--- src/rtl/fetch_stage_if.sv ---
// fetch_stage_if: the instruction-memory port, the hazard/branch controls and
// the IF/ID register outputs of the fetch stage, bundled in one interface.
// The master modport is the fetch stage. The slave modport is its environment:
// instruction memory, hazard unit, EX stage and decode.
interface fetch_stage_if;

  // Instruction memory port
  logic [31:0] imem_addr;
  logic [31:0] imem_rdata;

  // Hazard and branch-resolution controls
  logic        stall_i;
  logic        flush_i;
  logic        redirect_i;
  logic [31:0] redirect_pc_i;

  // IF/ID pipeline register towards decode
  logic [31:0] ifid_instr;
  logic [31:0] ifid_pc;
  logic [31:0] ifid_pc_plus4;
  logic        ifid_valid;
  logic        ifid_pred_taken;
  logic [31:0] fetch_count;

  modport master (
    output imem_addr,
    input  imem_rdata,
    input  stall_i,
    input  flush_i,
    input  redirect_i,
    input  redirect_pc_i,
    output ifid_instr,
    output ifid_pc,
    output ifid_pc_plus4,
    output ifid_valid,
    output ifid_pred_taken,
    output fetch_count
  );

  modport slave (
    input  imem_addr,
    output imem_rdata,
    output stall_i,
    output flush_i,
    output redirect_i,
    output redirect_pc_i,
    input  ifid_instr,
    input  ifid_pc,
    input  ifid_pc_plus4,
    input  ifid_valid,
    input  ifid_pred_taken,
    input  fetch_count
  );

endinterface

--- src/rtl/fetch_stage.sv ---
// fetch_stage: instruction-fetch stage of the pipelined RISC-V core.
// The stage owns the program counter and drives it straight onto imem_addr.
// It registers the word that memory returns into IF/ID, together with its PC,
// a valid flag and a prediction flag. It also counts the instructions that
// reach IF/ID as valid.
// Optional feature: define FETCH_BTFN_EN to enable static backward-taken
// prediction for conditional branches. In the default build the next PC is
// always the sequential one and ifid_pred_taken stays 0.
module fetch_stage #(
  parameter logic [31:0] RESET_PC  = 32'h0000_0000,
  parameter logic [31:0] NOP_INSTR = 32'h0000_0013
) (
  input  logic            clk,
  input  logic            rst_n,
  fetch_stage_if.master   bus
);

`ifdef FETCH_BTFN_EN
  localparam logic [6:0] OPC_BRANCH = 7'b1100011;

  // Sign-extended B-type immediate of a branch instruction.
  function automatic logic [31:0] b_imm(input logic [31:0] instr);
    b_imm = {{19{instr[31]}}, instr[31], instr[7], instr[30:25], instr[11:8], 1'b0};
  endfunction
`endif

  // Architectural state
  logic [31:0] r_pc;
  logic [31:0] r_ifid_instr;
  logic [31:0] r_ifid_pc;
  logic [31:0] r_ifid_pc_plus4;
  logic        r_ifid_valid;
  logic        r_ifid_pred_taken;
  logic [31:0] r_fetch_count;

  // Next-state values
  logic [31:0] w_seq_pc;
  logic [31:0] w_next_pc;
  logic        w_pred_taken;
  logic [31:0] w_pred_pc;
  logic        w_ifid_bubble;
  logic        w_ifid_load;
  logic [31:0] w_next_instr;
  logic [31:0] w_next_ifid_pc;
  logic [31:0] w_next_ifid_pc_plus4;
  logic        w_next_valid;
  logic        w_next_pred_taken;
  logic [31:0] w_next_count;

  // Static prediction: a backward conditional branch is predicted taken,
  // but only when the PC is actually free to advance this cycle.
  always_comb begin
    w_seq_pc     = r_pc + 32'd4;
    w_pred_taken = 1'b0;
    w_pred_pc    = w_seq_pc;
`ifdef FETCH_BTFN_EN
    if ((bus.imem_rdata[6:0] == OPC_BRANCH) && bus.imem_rdata[31] &&
        !bus.redirect_i && !bus.stall_i) begin
      w_pred_taken = 1'b1;
      w_pred_pc    = r_pc + b_imm(bus.imem_rdata);
    end else begin
      w_pred_taken = 1'b0;
      w_pred_pc    = w_seq_pc;
    end
`endif
  end

  // Next PC selection. A redirect wins over a stall. The redirect target is
  // word-aligned so that the low two bits of the PC are always zero.
  always_comb begin
    w_next_pc = w_seq_pc;
    if (bus.redirect_i) begin
      w_next_pc = {bus.redirect_pc_i[31:2], 2'b00};
    end else if (bus.stall_i) begin
      w_next_pc = r_pc;
    end else if (w_pred_taken) begin
      w_next_pc = w_pred_pc;
    end else begin
      w_next_pc = w_seq_pc;
    end
  end

  // IF/ID next value. A redirect implies a flush. A flush wins over a stall,
  // so a stalled cycle can still be turned into a bubble.
  always_comb begin
    w_ifid_bubble        = bus.redirect_i | bus.flush_i;
    w_ifid_load          = 1'b0;
    w_next_instr         = r_ifid_instr;
    w_next_ifid_pc       = r_ifid_pc;
    w_next_ifid_pc_plus4 = r_ifid_pc_plus4;
    w_next_valid         = r_ifid_valid;
    w_next_pred_taken    = r_ifid_pred_taken;
    if (w_ifid_bubble) begin
      w_next_instr         = NOP_INSTR;
      w_next_ifid_pc       = 32'h0000_0000;
      w_next_ifid_pc_plus4 = 32'h0000_0004;
      w_next_valid         = 1'b0;
      w_next_pred_taken    = 1'b0;
    end else if (bus.stall_i) begin
      w_ifid_load = 1'b0;
    end else begin
      w_ifid_load          = 1'b1;
      w_next_instr         = bus.imem_rdata;
      w_next_ifid_pc       = r_pc;
      w_next_ifid_pc_plus4 = w_seq_pc;
      w_next_valid         = 1'b1;
      w_next_pred_taken    = w_pred_taken;
    end
  end

  // Delivered-instruction counter. It advances only when a valid instruction
  // enters IF/ID and wraps naturally at 2^32.
  always_comb begin
    w_next_count = r_fetch_count;
    if (w_ifid_load) begin
      w_next_count = r_fetch_count + 32'd1;
    end else begin
      w_next_count = r_fetch_count;
    end
  end

  // State registers with synchronous active-low reset.
  always_ff @(posedge clk) begin
    if (!rst_n) begin
      r_pc              <= RESET_PC;
      r_ifid_instr      <= NOP_INSTR;
      r_ifid_pc         <= 32'h0000_0000;
      r_ifid_pc_plus4   <= 32'h0000_0004;
      r_ifid_valid      <= 1'b0;
      r_ifid_pred_taken <= 1'b0;
      r_fetch_count     <= 32'h0000_0000;
    end else begin
      r_pc              <= w_next_pc;
      r_ifid_instr      <= w_next_instr;
      r_ifid_pc         <= w_next_ifid_pc;
      r_ifid_pc_plus4   <= w_next_ifid_pc_plus4;
      r_ifid_valid      <= w_next_valid;
      r_ifid_pred_taken <= w_next_pred_taken;
      r_fetch_count     <= w_next_count;
    end
  end

  // Every output comes straight from a register, so imem_addr has no
  // combinational path from any input.
  assign bus.imem_addr       = r_pc;
  assign bus.ifid_instr      = r_ifid_instr;
  assign bus.ifid_pc         = r_ifid_pc;
  assign bus.ifid_pc_plus4   = r_ifid_pc_plus4;
  assign bus.ifid_valid      = r_ifid_valid;
  assign bus.ifid_pred_taken = r_ifid_pred_taken;
  assign bus.fetch_count     = r_fetch_count;

endmodule

--- src/flat_wrapper.sv ---
// flat-port wrapper written by rule: the top's interface ports become plain ports
module fetch_stage_flat 
#(
  parameter logic [31:0] RESET_PC  = 32'h0000_0000,
  parameter logic [31:0] NOP_INSTR = 32'h0000_0013
)
  (clk, rst_n, bus_imem_addr, bus_imem_rdata, bus_stall_i, bus_flush_i, bus_redirect_i, bus_redirect_pc_i, bus_ifid_instr, bus_ifid_pc, bus_ifid_pc_plus4, bus_ifid_valid, bus_ifid_pred_taken, bus_fetch_count);
  fetch_stage_if bus_i ();
  input  logic clk;
  input  logic rst_n;
  output wire logic [$bits(bus_i.imem_addr)-1:0] bus_imem_addr;
  input wire logic [$bits(bus_i.imem_rdata)-1:0] bus_imem_rdata;
  input wire logic [$bits(bus_i.stall_i)-1:0] bus_stall_i;
  input wire logic [$bits(bus_i.flush_i)-1:0] bus_flush_i;
  input wire logic [$bits(bus_i.redirect_i)-1:0] bus_redirect_i;
  input wire logic [$bits(bus_i.redirect_pc_i)-1:0] bus_redirect_pc_i;
  output wire logic [$bits(bus_i.ifid_instr)-1:0] bus_ifid_instr;
  output wire logic [$bits(bus_i.ifid_pc)-1:0] bus_ifid_pc;
  output wire logic [$bits(bus_i.ifid_pc_plus4)-1:0] bus_ifid_pc_plus4;
  output wire logic [$bits(bus_i.ifid_valid)-1:0] bus_ifid_valid;
  output wire logic [$bits(bus_i.ifid_pred_taken)-1:0] bus_ifid_pred_taken;
  output wire logic [$bits(bus_i.fetch_count)-1:0] bus_fetch_count;
  assign bus_imem_addr = bus_i.imem_addr;
  assign bus_i.imem_rdata = bus_imem_rdata;
  assign bus_i.stall_i = bus_stall_i;
  assign bus_i.flush_i = bus_flush_i;
  assign bus_i.redirect_i = bus_redirect_i;
  assign bus_i.redirect_pc_i = bus_redirect_pc_i;
  assign bus_ifid_instr = bus_i.ifid_instr;
  assign bus_ifid_pc = bus_i.ifid_pc;
  assign bus_ifid_pc_plus4 = bus_i.ifid_pc_plus4;
  assign bus_ifid_valid = bus_i.ifid_valid;
  assign bus_ifid_pred_taken = bus_i.ifid_pred_taken;
  assign bus_fetch_count = bus_i.fetch_count;
  fetch_stage #(.RESET_PC(RESET_PC), .NOP_INSTR(NOP_INSTR)) u_core (.clk(clk), .rst_n(rst_n), .bus(bus_i));
endmodule
--- config.mk ---
export PLATFORM = sky130hd
export DESIGN_NAME = fetch_stage_flat
export DESIGN_NICKNAME = d
export VERILOG_FILES = /design/src/rtl/fetch_stage_if.sv /design/src/rtl/fetch_stage.sv /design/src/flat_wrapper.sv
export SDC_FILE = /design/constraint.sdc
export NUM_CORES = 1
export LEC_CHECK = 0
export BUFFER_PORTS_ARGS = -buffer_cell sky130_fd_sc_hd__clkbuf_2
export CORE_UTILIZATION = 37
export CTS_BUF_LIST = sky130_fd_sc_hd__clkbuf_16
export DETAILED_ROUTE_END_ITERATION = 10
export PLACE_DENSITY = 0.68
export SLEW_MARGIN = 5
export SYNTH_ARGS = -nofsm -noshare
export SYNTH_HDL_FRONTEND = slang
export SYNTH_SLANG_ARGS = --single-unit
--- constraint.sdc ---
create_clock -name clk -period 3.1 [get_ports clk]
set_input_delay 0.155 -clock clk [delete_from_list [all_inputs] [get_ports clk]]
set_output_delay 0.155 -clock clk [all_outputs]
set_load 0.1 [all_outputs]
### Word level (Yosys, flattened, before mapping)

Index checks and enable logic that the tools add are counted.
W data, S select, Z words.

| storage, ports and cells | value |
|---|---|
| output and inout port bits | 162 |
| logic and storage cells | 18 |
| register bits after elaboration | 161 |

| cells by class | value |
|---|---|
| muxes and demuxes | 4 |
| reductions and logical operators | 2 |
| bitwise operators | 2 |
| equal/unequal tests | 1 |
| add/sub/neg operators | 2 |

Operators by type and width:

| operator | number |
|---|---|
| $mux W32 | 2 |
| $add A32 B1 Y32 const B | 1 |
| $add A32 B3 Y32 const B | 1 |
| $reduce_or A2 Y1 | 2 |
| $mux W1 | 2 |
| $ne A2 B1 Y1 const B | 1 |
| $not A1 Y1 | 1 |
| $or A1 B1 Y1 | 1 |

### Logic depth before layout (Yosys ltp)

Gate-level depths: netlist of run 1.

| depth | value |
|---|---|
| word-level depth | 3 |
| depth in mapped cells | 8 |

### Worst setup path before layout of run 1

No wires, ideal clock.

| timing | value |
|---|---|
| kind | reg2reg |
| from | reg u_core.r_pc[2] (netlist: u_core.bus.imem_addr[2]) |
| to | reg u_core.r_pc[22] (netlist: u_core.bus.imem_addr[22]) |
| data arrival time | 2.858 ns |
| setup slack | 0.109 ns |
| stages on the path, launching flop included | 9 |
| library setup time | 0.133 ns |
| path buffers | 2 |
| period minus slack after synthesis | 2.991 ns |
| data required time | 2.967 ns |
| path through | dfxtp_1 > ha_1 > nand3_1 > or4_1 > clkbuf_1 > buf_2 > nor4_1 > xnor2_1 > a21oi_1 |

| between the ends | value |
|---|---|
| cells in the longest elaborated chain, start to end | 3 |

Ends and longest elaborated chain:

| what | line | source |
|---|---|---|
| start: declaration | fetch_stage.sv:28 | `logic [31:0] r_pc;` |
| start signal: assignment | fetch_stage.sv:133 | `r_pc <= w_next_pc;` |
| $add A32 B3 Y32 | fetch_stage.sv:53 | `w_seq_pc = r_pc + 32'd4;` |
| $mux W32 | fetch_stage.sv:74 | `end else if (bus.stall_i) begin` |
| $mux W32 | fetch_stage.sv:72 | `if (bus.redirect_i) begin` |

Every way passes these cells. The select of a mux whose other input is x is not followed.
A chain may end at the register's enable or synchronous reset.

### Final worst setup path of run 1

| timing | value |
|---|---|
| from | reg u_core.r_pc[3] (netlist: u_core.bus.imem_addr[3]) |
| to | reg u_core.r_pc[28] (netlist: u_core.bus.imem_addr[28]) |

Same word-level chain as after synthesis.

==> impl_metrics.yaml, run 1 <==
placement:
  portBuffers: 221
  dp.cells: 1187
  dp.final_hpwl_um: 13500
  gp_congestion: 0.795
  dp_slack_ns: 0.544
setup_path:
  crit_start: "u_core.bus.imem_addr[3]"
  critPathMaxFanout: 14
  worstReg2RegStart: "u_core.bus.imem_addr[3]"
  cp_data_arrival_time_ns: 2.87
  worstSetupPathType: "flop to flop"
  crit_required_ns: 3.39
  regToRegSetupSlack_ns: 0.52
  startpoint_type: "flop"
  reg2regPathDepth: 6
  reg2reg_to: "u_core.bus.imem_addr[28]"
  crit_path_end_kind: "flop"
floorplan:
  die_h_um: 139
  core_um2: 18200
  io_pins: 231
  dieArea_um2: 19400
  num_rows: 49
  die_w_um: 139
  start_util_pct: 38.3
run_status:
  violations: "DRC"
  outcome: "finished with violations"
detailed_routing:
  avgViaCountPerCell: 4.95
  wl_um: 19700
  drt-pass1-iter-count: 10
  routed-wl-met2_um: 9320
  wl_per_cell_um: 15.5
  wl_met3_um: 1270
  drt_iter0_markers: 274
  num_vias: 6271
  drc_errors: 18
  top_layer_used: "met5"
  ant_nets: 0
  wl_met1_um: 8610
sta:
  rsz0062_at_grt: "no"
  whs_ns: 0.0150
  relSlewSlack_pct: 36.0
  fmaxAchievable_mhz: 387
  drv_slew: 0
  post-route-period-util_pct: 83.3
  setup_viol: 0
  fin_skew_ns: 0.00958
  worstMarginPinSlew_ns: 0.959
  hold_viol_final: 0
  setup_slack_ns: 0.519
  finalSetupTns_ns: 0
  period_minus_slack_ns: 2.58
synthesis:
  synth_edf_count: 0
  ys_types: 46
  syn_inst: 788
  synth_seq_cells: 155
  yosysSeqAreaShare_pct: 44.5
  async_reset_ff_share_pct: 0
  syn_avg_cell_area_um2: 8.85
  synthesis.area_um2: 6970
  yosysWarnings: 0
  synthFlopType: "dfxtp_1"
pwr:
  ir_drop_uv: 385
  p_comb_share_pct: 16.2
  switchingPower_w: 0.00154
  pwr-share-seq_pct: 43.6
  power.density_nw_per_um2: 524
  p_total_w: 0.00483
  switching_share_pct: 32.0
  leakage_nw: 3.99
  internal_power_w: 0.00328
  clkPwrFrac_pct: 40.1
layout:
  final_common_cell: "clkbuf_2"
  final_nets: 1096
  drive_above_1_share_pct: 26.8
  final_cell_mix: "220 x clkbuf_2, 155 x dfxtp_1, 85 x nor2_1, 72 x mux2i_1, 56 x o21ai_0"
  antenna_cells: 0
  finalNonFillerCells: 1267
  syn_to_final_growth_pct: 32.0
grt:
  grt_max_degree: 63
  track_usage_pct: 20.5
  grt_overflow: 0
  first_global_vias: 5820
  grt_pass1_wl_um: 31200
  antenna_found_initial: 1
cts:
  cts_num_sinks: 155
  clk_latency_ns: 0.42
  cts_resized: 0
  cts_made_buffers: 17
  postCtsSetupBuffers: 0
  hold_buffers: 48
  htree_levels: 4
  cts.path.max_buffers: 2
  cts.clk_slew.worst_paths_ns: 0.07
  cts_tree: "done"
  root_buffer: "clkbuf_16"
flow_run:
  drv_cap: 0
min_path:
  hp-class: "input pin to flop"
  min_from: "bus_redirect_pc_i[20]"
  hold_end: "u_core.bus.imem_addr[20]"
  min_path_cells: 3
worst max-delay path by stage:
stage | endpoint | depth (start not counted)
3_5_place_dp | u_core.bus.imem_addr[28] | 6
4_1_cts | u_core.bus.imem_addr[28] | 6
2_1_floorplan | u_core.bus.imem_addr[22] | 8
5_1_grt | u_core.bus.imem_addr[28] | 6
6_report | u_core.bus.imem_addr[28] | 6
3_3_place_gp | u_core.bus.imem_addr[26] | 6
routing by layer:
layer / track usage [%] / vias up
li1: - / 3175
met1: 25.7 / 2864
met2: 33.6 / 201
met3: 5.33 / 29
met4: 7.60 / 2
met5: 0 / -
logic make-up (layout without fill, tap and decap cells):
logic type | after synthesis | in the layout | share of synthesized area, %
DFF | 155 | 155 | 44.5
adders and majority gates | 2 | 2 | 0.359
xor gates and xnor gates | 69 | 69 | 8.67
AOI/OAI and AO/OA | 124 | 124 | 10.1
and+or+nand+nor | 281 | 281 | 20.6
muxes | 72 | 72 | 10.3
other | 1 | 7 | 0.0538
buffers and inverters | 84 | 328 | 5.33
critical path: stages (launching register included):
cell	delay [ns]
dfxtp_1	0.45
ha_1	0.26
nand3_1	0.21
or4_1	0.85
nor4_1	0.43
xnor2_1	0.16
a21oi_1	0.08
per-stage QoR:
stage                     instance area [um2]  utilization, %
after floorplan                          6990               -
after global placement                   8180            44.9
after detailed placement                 8180            44.9
after CTS                                9200            50.5
after global routing                     9200            50.5
final                                    9200            50.5
area by class of cell:
type	instances	area, um2
multi-input combinational	555	3520
clock inverter	15	118
tap	229	287
inverter	11	41.3
sequential	155	3100
timing repair buffer	285	1710
clock buffer	17	425
fill	1689	9000
registers in the layout, indices dropped and copies added (netlist names):
name / count
u_core.bus.ifid_valid: 1
u_core.bus.imem_addr: 30
u_core.bus.ifid_pc: 30
u_core.bus.fetch_count: 32
u_core.bus.ifid_instr: 32
u_core.bus.ifid_pc_plus4: 30
power groups by stage:
stage	Combinational, W	Sequential (W)	Clock, W
global placement	0.000731	0.00215	0
CTS	0.000784	0.00211	0.00199
global route	0.000826	0.00211	0.00206
floorplan	0.000276	0.00246	0
finish	0.000784	0.00211	0.00194
detailed placement	0.000734	0.00215	0
synth_stat cells, types with 6 or more instances:
| master | count | share of area, % |
|---|---|---|
| buf_1 | 7 | 0.38 |
| a21boi_0 | 6 | 0.65 |
| mux2i_1 | 72 | 10 |
| nand3_1 | 25 | 1.8 |
| nor2_1 | 85 | 4.6 |
| nor4_1 | 10 | 0.90 |
| nand2b_1 | 10 | 0.90 |
| o21ai_0 | 56 | 4.0 |
| clkbuf_1 | 45 | 2.4 |
| and3_1 | 10 | 0.90 |
| and4_1 | 8 | 1.0 |
| xnor2_1 | 48 | 6.0 |
| buf_4 | 7 | 0.75 |
| inv_1 | 11 | 0.59 |
| a21oi_1 | 49 | 3.5 |
| dfxtp_1 | 155 | 45 |
| nand2_1 | 48 | 2.6 |
| or3_1 | 7 | 0.63 |
| nor3_1 | 18 | 1.3 |
| buf_2 | 12 | 0.86 |
| xor2_1 | 21 | 2.6 |
| nand4_1 | 18 | 1.6 |
| and2_1 | 20 | 1.8 |
No activity file was read; power rests on OpenSTA's default activity.
==> inputs of run 2 (changes only) <==
Clock period 3.1 ns to 2.6 ns, I/O delays scaled along.
==> run 2 against run 1 <==
Non-clock buffer count is 7 higher. Clock skew up 0.00057 ns. Critical path depth grew 1. The run still ends with DRC left. First-iteration DRC count increased by 2.2%. Die area unchanged. Worst hold slack better by 0.0025 ns. Largest power group unchanged.
==> impl_metrics.yaml, run 2 (synthesis results as in run 1) <==
cts:
  hold_buffers: 55
  postCtsSetupBuffers: 0
  cts.clk_slew.worst_paths_ns: 0.06
  cts_resized: 0
  clk_latency_ns: 0.43
  cts_tree: "done"
  cts_num_sinks: 155
  cts.path.max_buffers: 2
  root_buffer: "clkbuf_16"
  htree_levels: 4
  cts_made_buffers: 17
run_status:
  outcome: "finished with violations"
  violations: "DRC"
detailed_routing:
  wl_per_cell_um: 15.6
  avgViaCountPerCell: 5.01
  drc_errors: 18
  num_vias: 6389
  drt_iter0_markers: 280
  drt-pass1-iter-count: 10
  ant_nets: 0
  wl_um: 19900
sta:
  hold_viol_final: 0
  fin_skew_ns: 0.0101
  post-route-period-util_pct: 88.9
  finalSetupTns_ns: 0
  rsz0062_at_grt: "no"
  worstMarginPinSlew_ns: 0.646
  fmaxAchievable_mhz: 433
  drv_slew: 0
  period_minus_slack_ns: 2.31
  relSlewSlack_pct: 56.5
  setup_viol: 0
floorplan:
  num_rows: 49
  die_h_um: 139
  die_w_um: 139
  io_pins: 231
  core_um2: 18200
  dieArea_um2: 19400
  start_util_pct: 38.3
setup_path:
  crit_path_end_kind: "flop"
  reg2reg_to: "u_core.bus.imem_addr[28]"
  regToRegSetupSlack_ns: 0.29
  worstSetupPathType: "flop to flop"
  crit_start: "u_core.bus.imem_addr[2]"
  critPathMaxFanout: 14
  startpoint_type: "flop"
  reg2regPathDepth: 7
  cp_data_arrival_time_ns: 2.61
  worstReg2RegStart: "u_core.bus.imem_addr[2]"
  crit_required_ns: 2.90
pwr:
  p_total_w: 0.00576
  ir_drop_uv: 448
  leakage_nw: 4.02
  power.density_nw_per_um2: 618
layout:
  drive_above_1_share_pct: 28.3
  final_common_cell: "clkbuf_2"
  final_nets: 1103
  syn_to_final_growth_pct: 33.8
  final_cell_mix: "220 x clkbuf_2, 137 x dfxtp_1, 85 x nor2_1, 72 x mux2i_1, 56 x o21ai_0"
flow_run:
  drv_cap: 0
min_path:
  min_path_cells: 4
  hold_end: "u_core.bus.imem_addr[5]"
  hp-class: "input pin to flop"
  min_from: "bus_redirect_pc_i[5]"
grt:
  first_global_vias: 5864
  grt_max_degree: 89
  track_usage_pct: 20.5
  grt_pass1_wl_um: 31400
  grt_overflow: 0
  antenna_found_initial: 2
placement:
  gp_congestion: 0.796
  portBuffers: 221
  dp.final_hpwl_um: 13300
run 2: cell count changes in the layout (fill, tap and decap cells not counted), sizes merged:
cell,previous run,this run
clkinvlp,4,3
clkinv,3,6
dlygate4sd3,48,55
diode,0,1
inv,19,17
run 2: worst max-delay path by stage:
stage          cells after the start  slack [ns]                         end
2_1_floorplan                      7       0.004  u_core.bus.fetch_count[17]
3_5_place_dp                       7        0.28    u_core.bus.imem_addr[26]
6_report                           7        0.29    u_core.bus.imem_addr[28]
5_1_grt                            7        0.11    u_core.bus.imem_addr[22]
4_1_cts                            7        0.28    u_core.bus.imem_addr[26]
3_3_place_gp                       7        0.33    u_core.bus.imem_addr[26]
run 2: layout make-up:
type / count / area (um2)
repair buffers: 292 / 1800
diodes: 1 / 2.50
fillers: 1716 / 8880
inverters: 11 / 41.3
multi-input cells: 555 / 3520
clock buffers: 17 / 425
flip-flops and latches: 155 / 3130
clock inverters: 15 / 116
well taps: 229 / 287
run 2: power by group:
part / leakage (nW) / switching (W) / total [W] / internal [W]
logic: 2.50 / 0.000687 / 0.000939 / 0.000251
clock network: 0.258 / 0.00107 / 0.00230 / 0.00124
registers: 1.27 / 0.0000856 / 0.00252 / 0.00243
run 2: per-layer routing:
layer,vias to the layer above,track usage [%],wire [um],share of wire (%)
met5,-,0,13,0.065
li1,3193,-,-,-
met2,190,32.9,9280,47
met3,36,4.89,1110,5.6
met1,2968,25.8,8870,45
met4,2,10.3,621,3.1
run 2: worst max-delay path, stage by stage (launching register included):
cell	delay (ns)
dfxtp_4	0.40
ha_1	0.22
nand3_1	0.21
or4_1	0.57
buf_4	0.21
nor4_1	0.34
xnor2_1	0.16
a21oi_1	0.08
run 2: stage by stage:
step | util [%] | hold WS [ns] | std cells | area [um2] | setup slack [ns]
detailed placement | 45.2 | 0.355 | 1187 | 8230 | 0.282
floorplan | - | 0.255 | 794 | 7020 | 0.00357
global placement | 45.2 | 0.345 | 1187 | 8230 | 0.326
CTS | 51.2 | 0.00201 | 1274 | 9320 | 0.276
global route | 51.2 | 0.0242 | 1275 | 9330 | 0.109
finish | 51.2 | 0.0174 | 1275 | 9330 | 0.289
